[config.mk]
export PLATFORM = sky130hd
export DESIGN_NAME = xbar_switch_2x2
export DESIGN_NICKNAME = d
export VERILOG_FILES = /design/src/rtl/xbar_switch_2x2.sv
export SDC_FILE = /design/constraint.sdc
export NUM_CORES = 1
export LEC_CHECK = 0
export CORE_ASPECT_RATIO = 1.4
export CORE_MARGIN = 1.5
export CORE_UTILIZATION = 42
export DETAILED_ROUTE_END_ITERATION = 8
export GPL_ROUTABILITY_DRIVEN = 0
export HOLD_SLACK_MARGIN = 0.06
export PLACE_DENSITY = 0.84
export SYNTH_ARGS = -nofsm -noshare
export SYNTH_HDL_FRONTEND = slang
export SYNTH_SLANG_ARGS = --single-unit
[constraint.sdc]
create_clock -name clk -period 1.45 [get_ports clk]
set_input_delay 0.29 -clock clk [delete_from_list [all_inputs] [get_ports clk]]
set_output_delay 0.29 -clock clk [all_outputs]
set_load 0.02 [all_outputs]
[src/rtl/xbar_switch_2x2.sv]
// xbar_switch_2x2: registered 2x2 switch for WIDTH-bit flits.
// Each input port has a one-entry slot. When both slots want the same output,
// an arbiter picks a winner. Two registered output ports use valid/ready handshakes.
// The `control` output records the crossbar select of the latest routing.
// Optional build macro XBAR_SWITCH_RR_EN selects round-robin arbitration.
// When the macro is not defined, in1 always wins a conflict.

// One input slot: a single {data, dest, full} entry with pass-through refill.
module xbar_slot #(
  parameter int WIDTH = 4
) (
  input  logic             clk,
  input  logic             rst_n,
  input  logic             load_valid,
  input  logic [WIDTH-1:0] load_data,
  input  logic             load_dest,
  input  logic             move,
  output logic             ready,
  output logic             full,
  output logic [WIDTH-1:0] data,
  output logic             dest
);

  // The slot can take a new flit while its current flit leaves.
  assign ready = !full | move;

  // A new flit takes priority over emptying the slot.
  always_ff @(posedge clk or negedge rst_n) begin
    if (!rst_n) begin
      full <= 1'b0;
      data <= '0;
      dest <= 1'b0;
    end else if (load_valid & ready) begin
      full <= 1'b1;
      data <= load_data;
      dest <= load_dest;
    end else if (move) begin
      full <= 1'b0;
    end
  end

endmodule

module xbar_switch_2x2 #(
  parameter int WIDTH = 4
) (
  input  logic             clk,
  input  logic             rst_n,
  input  logic             in1_valid,
  input  logic [WIDTH-1:0] in1_data,
  input  logic             in1_dest,
  output logic             in1_ready,
  input  logic             in2_valid,
  input  logic [WIDTH-1:0] in2_data,
  input  logic             in2_dest,
  output logic             in2_ready,
  output logic             out1_valid,
  output logic [WIDTH-1:0] out1_data,
  input  logic             out1_ready,
  output logic             out2_valid,
  output logic [WIDTH-1:0] out2_data,
  input  logic             out2_ready,
  output logic             control
);

  localparam int NUM_PORTS = 2;

  logic [NUM_PORTS-1:0]            port_valid, port_dest, slot_ready;
  logic [NUM_PORTS-1:0][WIDTH-1:0] port_data, slot_data;
  logic [NUM_PORTS-1:0]            slot_full, slot_dest;
  logic [NUM_PORTS-1:0]            out_valid, out_ready, out_free;
  logic [NUM_PORTS-1:0][WIDTH-1:0] out_data;
  logic [NUM_PORTS-1:0]            elig, move;
  logic                            conflict, win;

  assign port_valid = {in2_valid, in1_valid};
  assign port_dest  = {in2_dest,  in1_dest};
  assign port_data  = {in2_data,  in1_data};
  assign out_ready  = {out2_ready, out1_ready};

  assign in1_ready  = slot_ready[0];
  assign in2_ready  = slot_ready[1];
  assign out1_valid = out_valid[0];
  assign out2_valid = out_valid[1];
  assign out1_data  = out_data[0];
  assign out2_data  = out_data[1];

  genvar g;
  generate
    for (g = 0; g < NUM_PORTS; g++) begin : g_slot
      xbar_slot #(.WIDTH(WIDTH)) u_slot (
        .clk        (clk),
        .rst_n      (rst_n),
        .load_valid (port_valid[g]),
        .load_data  (port_data[g]),
        .load_dest  (port_dest[g]),
        .move       (move[g]),
        .ready      (slot_ready[g]),
        .full       (slot_full[g]),
        .data       (slot_data[g]),
        .dest       (slot_dest[g])
      );
    end
  endgenerate

  // An output is free if it is empty, or if its flit is drained in this cycle.
  assign out_free = ~out_valid | out_ready;

`ifdef XBAR_SWITCH_RR_EN
  logic ptr;  // 0 = in1 wins the next conflict, 1 = in2 wins

  assign win = ptr;

  // After a conflict, the loser gets priority next time.
  always_ff @(posedge clk or negedge rst_n) begin
    if (!rst_n)        ptr <= 1'b0;
    else if (conflict) ptr <= !win;
  end
`else
  assign win = 1'b0;
`endif

  // Arbitration: eligibility, conflict detection and per-slot move.
  always_comb begin
    elig[0]  = slot_full[0] & out_free[slot_dest[0]];
    elig[1]  = slot_full[1] & out_free[slot_dest[1]];
    conflict = elig[0] & elig[1] & (slot_dest[0] == slot_dest[1]);
    move[0]  = elig[0] & (!conflict | !win);
    move[1]  = elig[1] & (!conflict |  win);
  end

  generate
    for (g = 0; g < NUM_PORTS; g++) begin : g_out
      localparam logic J = 1'(g);
      logic             load;
      logic [WIDTH-1:0] load_data;

      // At most one slot moves into this output, because arbitration
      // has already resolved same-destination conflicts.
      always_comb begin
        load      = (move[0] & (slot_dest[0] == J)) | (move[1] & (slot_dest[1] == J));
        load_data = (move[0] & (slot_dest[0] == J)) ? slot_data[0] : slot_data[1];
      end

      // A load takes priority over a drain. Data holds while the flit is stalled.
      always_ff @(posedge clk or negedge rst_n) begin
        if (!rst_n) begin
          out_valid[g] <= 1'b0;
          out_data[g]  <= '0;
        end else if (load) begin
          out_valid[g] <= 1'b1;
          out_data[g]  <= load_data;
        end else if (out_ready[g]) begin
          out_valid[g] <= 1'b0;
        end
      end
    end
  endgenerate

  // The crossbar select follows in1 when it moves; otherwise it is derived from in2.
  always_ff @(posedge clk or negedge rst_n) begin
    if (!rst_n)       control <= 1'b0;
    else if (move[0]) control <= slot_dest[0];
    else if (move[1]) control <= !slot_dest[1];
  end

endmodule

==> impl_metrics.csv, run 1 <==
group,metric,value,unit
die,die_x,45.43,um
routing,wl_per_cell,14.04,um
sta,worst_pin_slew,0.2958,ns
die,fp.coreArea,2391,um^2
clock_tree,numCtsBuffers,3,
final_layout,drive_gt1_share,36.03,%
setup_path,arrival,1.39,ns
setup_path,r2r_end,"g_slot[1].u_slot.data[0]",
final_layout,final_util,65.99,%
routing,dr.pass1.iters,4,
clock_tree,cts_hold_buf,0,
place,dp_hpwl,1652,um
sta,setup_viol,12,
synth,synth_fp_nets,105,
setup_path,crit_slowest_cell,"dfrtp_2",
setup_path,startpoint,"g_slot[0].u_slot.dest",
synth,syn_avg_cell_area,11.89,um^2
setup_path,crit_end,"in2_ready",
die,die_h,62.40,um
synth,yosysTopAreaCell,"dfrtp_1",
global_routing,grt_usage,18.21,%
routing,ant_nets,0,
sta,finalWorstSetupSlack,-0.2253,ns
sta,period_needed,1.675,ns
final_layout,design_area,1578,um^2
outcome,violations,"negative setup slack",
sta,slew_headroom,80.28,%
synth,synth_seq_cells,23,
setup_path,endpoint_kind,"output port",
sta,final_hold_viol_count,0,
synth,synth_edf_count,0,
place,port_buffers,28,
final_layout,diodes,0,
routing,drtIter0Drc,14,
die,rows,21,
power,ir_worst_vdd,998.4,uV
routing,vias,832,
setup_path,r2r-start,"g_slot[1].u_slot.dest",
synth,synth.cell_area,1059,um^2
setup_path,path_delay_family,"flip-flops",
clock_tree,worstSkewPairLatency,0.32,ns
sta,slew_viol_final,0,
synth,yosys_warnings,0,
synth,synth_ff_type,"dfrtp_1",
synth,synth_cells,89,
clock_tree,tritoncts,"built",
global_routing,antenna_found_initial,0,
setup_path,rr_worst_depth,5,
global_routing,grt_pass1_vias,865,
setup_path,reg2reg_slack,-0.03,ns
global_routing,grt_max_degree,24,
clock_tree,clockBufferDepth,2,
job,cap_violations,0,
place,placed_area,1463,um^2
global_routing,grt-ovfl-total,0,
clock_tree,h-tree-depth,1,
synth,synthTopCellsByCount,"dfrtp_1, nand2_1, mux2i_1",
setup_path,crit_cells,4,
hold_path,hp-class,"input pin to async pin",
setup_path,cp_cell_sequence,"xnor2_1, nand3_1, and2_4, buf_6",
power,p_per_area,2000,nW/um^2
sta,fmax,0.5969,GHz
sta,rsz0062_at_grt,"yes",
sta,period_share,115.5,%
die,start_util,44.27,%
synth,synthArstFlopShare,100.0,%
setup_path,crit_required,1.16,ns
final_layout,fin_nets,153,
synth,yosysUniqueCellTypes,30,
clock_tree,cts_root_buffer,"clkbuf_4",
global_routing,grt_pass1_wl,3767,um
routing,drc,0,
setup_path,start_kind,"register",
synth,yosysTopAreaCellShare,54.37,%
synth,synth.most_common_cell,"dfrtp_1",
synth,netlist_top_cells_area,"dfrtp_1, mux2i_1, mux2_4",
power,p_leak,0.7379,nW
setup_path,slowest_delay,0.47,ns
routing,routed_wl,2386,um
setup_path,setup.worst_path.class,"register to output port",
routing,vias_per_cell,4.894,
die,ios,29,
clock_tree,path_clk_slew,0.12,ns
setup_path,critPathMaxFanout,6,
final_layout,syn_to_final_growth,49.05,%
sta,finalClockSkew,0.008187,ns
outcome,status,"complete, but fails checks",
clock_tree,clkSinkCount,23,
synth,ys_seq_area_share,54.37,%
die,dieArea,2835,um^2
setup_path,path_buf_inv,1,
through the flow:
stage	setup slack (ns)	setup TNS (ns)	hold WS, ns	power, mW	instances
2_1_floorplan	0.008444	0	-0.005591	2.058	89
3_3_place_gp	-0.6635	-6.459	0.4686	2.726	161
3_5_place_dp	-0.6432	-6.686	0.4733	2.777	161
4_1_cts	-0.2502	-0.5798	0.3046	3.050	167
5_1_grt	-0.2931	-1.345	0.3492	3.360	170
6_report	-0.2253	-0.6334	0.3082	3.155	170
routing by layer:
metal	wire (um)	global-route usage [%]	part of all wire, %
met5	0	0	0
met4	81	10.29	3.4
met3	94	2.890	3.9
met2	1304	31.34	55
met1	905	19.77	38
placed cells by master (no fill, tap or decap), types with 2 or more instances in the layout:
cell,n
dfrtp_2,4
nor2_1,4
dlygate4sd2_1,10
mux2i_1,7
nand2_1,7
nand3_1,3
a21oi_1,4
buf_4,16
mux2_4,9
nand2b_1,3
nand2_2,2
clkbuf_4,3
o21ai_0,4
and2b_2,2
o21ai_1,2
buf_6,3
dfrtp_1,19
clkdlybuf4s50_1,15
worst min path at each step:
| stage | start | to | slack (ns) | cells past startpoint |
|---|---|---|---|---|
| 6_report | rst_n | out2_data[3] | 0.31 | 2 |
| 5_1_grt | rst_n | out2_data[3] | 0.35 | 2 |
| 3_5_place_dp | out1_data[2] | out1_data[2] | 0.47 | 2 |
| 2_1_floorplan | rst_n | control | -0.006 | 0 |
| 3_3_place_gp | out1_data[2] | out1_data[2] | 0.47 | 2 |
| 4_1_cts | rst_n | g_slot[0].u_slot.full | 0.30 | 2 |
what timing repair did:
action | in CTS | in global routing
hold endpoints to repair | 0 | 0
gates resized for setup | 31 | 14
buffers inserted | 2 | 3
setup endpoints to repair | 23 | 16
pin swaps | 3 | 6
state kept, by name (all words and copies together) (netlist names):
| register | cells |
|---|---|
| g_slot.u_slot.full | 2 |
| out2_data | 4 |
| g_slot.u_slot.dest | 2 |
| out1_valid | 1 |
| control | 1 |
| out1_data | 4 |
| g_slot.u_slot.data | 8 |
| out2_valid | 1 |
layout make-up:
cell class | count | area, um^2
Multi-Input combinational cell | 63 | 521.8
Sequential cell | 23 | 580.6
Inverter | 1 | 3.754
Clock buffer | 4 | 26.28
Tap cell | 34 | 42.54
Timing Repair Buffer | 45 | 402.9
Fill cell | 180 | 813.3
where the power goes:
part | internal, mW | switching [mW]
Sequential | 0.929 | 0.227
Combinational | 0.924 | 0.783
Clock | 0.108 | 0.185
kinds of logic (layout without fill, tap and decap cells):
logic type                count (synthesis)  in the layout  share of synthesized area, %
and+or+nand+nor                          30             30                         15.72
DFF                                      23             23                         54.37
muxes                                    17             17                         18.56
xor gates and xnor gates                  1              1                        0.8276
AOI/OAI and AO/OA                        15             15                         8.629
buffers and inverters                     3             50                         1.890
No activity file was read; power rests on OpenSTA's default activity.
==> run 2, diff against run 1 <==
SKIP_LAST_GASP = 1   (was default)
==> impl_metrics.csv, run 2 (synthesis results as in run 1) <==
group,metric,value,unit
hold_path,hp-class,"input pin to async pin",
global_routing,grt_max_degree,24,
final_layout,fin_nets,153,
die,die_x,45.43,um
setup_path,start_kind,"register",
clock_tree,h-tree-depth,1,
routing,ant_nets,0,
routing,drtIter0Drc,14,
setup_path,r2r-start,"g_slot[1].u_slot.dest",
final_layout,largest_reg_flops,8,
routing,wl_per_cell,14.03,um
die,die_h,62.40,um
routing,vias_per_cell,4.900,
die,start_util,44.27,%
setup_path,critPathMaxFanout,6,
clock_tree,clockBufferDepth,2,
clock_tree,clkSinkCount,23,
clock_tree,cts_root_buffer,"clkbuf_4",
setup_path,arrival,1.39,ns
outcome,violations,"negative setup slack",
sta,slew_headroom,80.28,%
final_layout,syn_to_final_growth,49.05,%
power,p_per_area,1997,nW/um^2
global_routing,grt-ovfl-total,0,
final_layout,final_util,65.99,%
setup_path,setup.worst_path.class,"register to output port",
setup_path,rr_worst_depth,5,
place,dp_hpwl,1652,um
final_layout,layout_commonest_cell,"dfrtp_1",
clock_tree,tritoncts,"built",
routing,drc,0,
sta,finalWorstSetupSlack,-0.2253,ns
sta,period_needed,1.675,ns
clock_tree,numCtsBuffers,3,
sta,fmax,0.5969,GHz
final_layout,diodes,0,
die,ios,29,
clock_tree,cts_hold_buf,0,
place,place_ws,-0.6432,ns
global_routing,grt_pass1_wl,3767,um
sta,fin_tns_setup,-0.6337,ns
die,rows,21,
routing,vias,833,
setup_path,endpoint_kind,"output port",
global_routing,antenna_found_initial,0,
final_layout,n_fill_cell,180,
sta,period_share,115.5,%
sta,slew_viol_final,0,
global_routing,grt_pass1_vias,865,
outcome,status,"complete, but fails checks",
sta,setup_viol,12,
die,dieArea,2835,um^2
routing,dr.pass1.iters,4,
sta,rsz0062_at_grt,"yes",
final_layout,drive_gt1_share,36.03,%
clock_tree,path_clk_slew,0.12,ns
job,cap_violations,0,
global_routing,grt_usage,18.21,%
clock_tree,worstSkewPairLatency,0.32,ns
sta,hold_slack,0.3082,ns
place,port_buffers,28,
setup_path,reg2reg_slack,-0.03,ns
power,p_leak,0.7378,nW
die,fp.coreArea,2391,um^2
setup_path,crit_required,1.16,ns
routing,routed_wl,2385,um
final_layout,final_cell_mix,"dfrtp_1, buf_4, clkdlybuf4s50_1",
power,total_power,3.151,mW
sta,finalClockSkew,0.008172,ns
sta,worst_pin_slew,0.2958,ns
sta,final_hold_viol_count,0,
setup_path,r2r_end,"g_slot[1].u_slot.data[0]",
final_layout,largest-register,"g_slot.u_slot.data",
power,ir_worst_vdd,998.3,uV
run 2: cell counts in the layout (fill, tap and decap cells not counted):
Identical to the previous run, type by type.
run 2: power by group:
group | internal (mW) | leakage, nW | switching, mW
clock | 0.108 | 0.0150 | 0.185
combinational | 0.922 | 0.460 | 0.781
sequential | 0.929 | 0.263 | 0.227
run 2: layer usage:
metal / vias to the layer above / GRT usage, % / part of all wire (%)
met5: - / 0 / 0
met3: 7 / 2.890 / 3.9
met1: 397 / 19.77 / 38
met2: 24 / 31.34 / 55
li1: 405 / - / -
met4: 0 / 10.29 / 3.4
run 2: what timing repair did:
action | in CTS | in global routing
buffers inserted | 2 | 3
hold endpoints to repair | 0 | 0
pin swaps | 3 | 6
setup endpoints to repair | 23 | 17
resized for setup | 30 | 14
run 2: worst max-delay path by stage:
stage / startpoint / end / cells past startpoint
2_1_floorplan: g_slot[1].u_slot.dest / g_slot[1].u_slot.data[0] / 5
3_3_place_gp: out1_ready / in2_ready / 5
3_5_place_dp: out1_ready / in2_ready / 5
4_1_cts: g_slot[1].u_slot.dest / in2_ready / 4
5_1_grt: g_slot[1].u_slot.dest / in2_ready / 5
6_report: g_slot[0].u_slot.dest / in2_ready / 4
run 2: layout make-up:
type                            instances  area (um^2)  area share [%]
Clock buffer                            4        26.28           1.665
Inverter                                1        3.754          0.2379
Multi-Input combinational cell         63        521.8           33.07
Sequential cell                        23        580.6           36.80
Tap cell                               34        42.54           2.696
Timing Repair Buffer                   45        402.9           25.54
run 2: worst max-delay path, cell delays in order, from the launching register on:
cell	delay, ns
dfrtp_2	0.47
xnor2_1	0.17
nand3_1	0.12
and2_4	0.19
buf_6	0.12
run 2: per-stage QoR:
step                area, um^2  std cells
global route              1578        170
floorplan                 1066         89
finish                    1578        170
global placement          1463        161
detailed placement        1463        161
CTS                       1506        167
==> run 3, diff against run 2 <==
CORE_MARGIN = 4   (was 1.5)
==> impl_metrics.csv, run 3 (synthesis results as in run 1) <==
group,metric,value,unit
die,rows,21,
sta,period_share,116.2,%
hold_path,hp-class,"input pin to async pin",
final_layout,design_area,1553,um^2
clock_tree,clkSinkCount,23,
routing,wl_per_cell,15.07,um
sta,fmax,0.5933,GHz
power,ir_worst_vdd,1019,uV
routing,vias,865,
routing,dr.pass1.iters,4,
sta,slew_headroom,80.75,%
setup_path,rr_worst_depth,7,
outcome,status,"complete, but fails checks",
clock_tree,cts_root_buffer,"clkbuf_4",
die,fp.coreArea,2391,um^2
final_layout,fin_nets,152,
final_layout,largest_reg_flops,8,
setup_path,crit_slowest_cell,"dfrtp_2",
sta,setup_viol,10,
clock_tree,worstSkewPairLatency,0.31,ns
die,start_util,44.27,%
setup_path,start_kind,"register",
setup_path,slowest_delay,0.46,ns
die,die_h,67.40,um
routing,vias_per_cell,5.118,
power,total_power,3.174,mW
setup_path,crit_cells,4,
die,die_x,50.43,um
setup_path,endpoint_kind,"output port",
global_routing,grt_usage,15.75,%
die,dieArea,3399,um^2
setup_path,cp_cell_sequence,"nand2b_4, o22a_1, and2_4, buf_6",
global_routing,antenna_found_initial,0,
setup_path,critPathMaxFanout,4,
setup_path,crit_required,1.16,ns
routing,routed_wl,2546,um
sta,final_hold_viol_count,0,
setup_path,arrival,1.40,ns
sta,slew_viol_final,0,
power,p_leak,0.7369,nW
die,ios,29,
final_layout,largest-register,"g_slot.u_slot.data",
clock_tree,clockBufferDepth,2,
global_routing,grt_max_degree,24,
global_routing,grt_pass1_wl,3960,um
sta,period_needed,1.686,ns
final_layout,layout_commonest_cell,"dfrtp_1",
clock_tree,tritoncts,"built",
power,p_per_area,2044,nW/um^2
routing,drc,0,
setup_path,setup.worst_path.class,"register to output port",
setup_path,path_buf_inv,1,
clock_tree,numCtsBuffers,3,
job,cap_violations,0,
global_routing,grt_pass1_vias,916,
setup_path,path_delay_family,"flip-flops",
final_layout,final_cell_mix,"dfrtp_1, clkdlybuf4s50_1, buf_4",
clock_tree,h-tree-depth,1,
outcome,violations,"negative setup slack",
sta,worst_pin_slew,0.2887,ns
routing,drtIter0Drc,5,
place,port_buffers,28,
place,placed_area,1455,um^2
final_layout,diodes,0,
sta,finalClockSkew,0.002792,ns
global_routing,grt-ovfl-total,0,
final_layout,drive_gt1_share,37.04,%
place,dp_hpwl,1812,um
routing,ant_nets,0,
clock_tree,path_clk_slew,0.13,ns
sta,rsz0062_at_grt,"yes",
final_layout,syn_to_final_growth,46.69,%
sta,finalWorstSetupSlack,-0.2356,ns
-- run 3: where the power goes --
| group | leakage, nW | total, mW | switching [mW] | internal, mW |
|---|---|---|---|---|
| clock network | 0.0177 | 0.300 | 0.197 | 0.103 |
| registers | 0.263 | 1.18 | 0.245 | 0.931 |
| logic | 0.456 | 1.70 | 0.800 | 0.898 |
-- run 3: repair_timing --
action	CTS	global route
pin swaps	2	4
endpoints found under the setup margin	23	13
hold buffers	0	0
cloned	0	1
buffers inserted	2	2
resized for setup	31	14
-- run 3: area by class of cell --
| type | count | area, um^2 |
|---|---|---|
| timing repair buffer | 44 | 392.9 |
| inverter | 1 | 3.754 |
| clock buffer | 3 | 22.52 |
| sequential | 23 | 580.6 |
| clock inverter | 1 | 5.005 |
| multi-input combinational | 63 | 505.5 |
| tap | 34 | 42.54 |
| fill | 192 | 838.3 |
-- run 3: worst paths after layout --
check	end	start	slack, ns
worst max register to register	out1_data[0]	g_slot[1].u_slot.dest	-0.06
max in group asynchronous	g_slot[1].u_slot.dest	rst_n	0.90
min in group clk	out1_valid	out1_ready	0.34
worst max-delay path	in2_ready	g_slot[1].u_slot.dest	-0.24
worst min-delay path	out2_data[2]	rst_n	0.31
worst min register to register	out1_data[1]	out1_data[1]	0.52
-- run 3: per-layer routing --
metal / track usage, % / routed length [um] / up-vias
li1: - / - / 405
met1: 16.88 / 964 / 423
met2: 28.43 / 1427 / 28
met3: 3.532 / 91 / 9
met4: 8.754 / 62 / 0
met5: 0 / 0 / -
-- run 3: metrics by stage --
step	setup TNS, ns	utilization (%)	hold WS, ns	setup slack [ns]	std cells
2_1_floorplan	0	-	-0.005591	0.008444	89
3_3_place_gp	-6.357	60.86	0.4747	-0.7228	160
3_5_place_dp	-7.058	60.86	0.4868	-0.7429	160
4_1_cts	-0.5645	63.06	0.3101	-0.2478	166
5_1_grt	-1.373	64.94	0.3297	-0.2979	169
6_report	-0.6303	64.94	0.3057	-0.2356	169
-- run 3: worst reg2reg max path, delay by kind of cell, from the launching register on --
family                 cells  cell delay, ns
buffers and inverters      4            0.50
DFF                        1            0.46
and+or+nand+nor            1            0.22
AOI/OAI and AO/OA          2            0.25
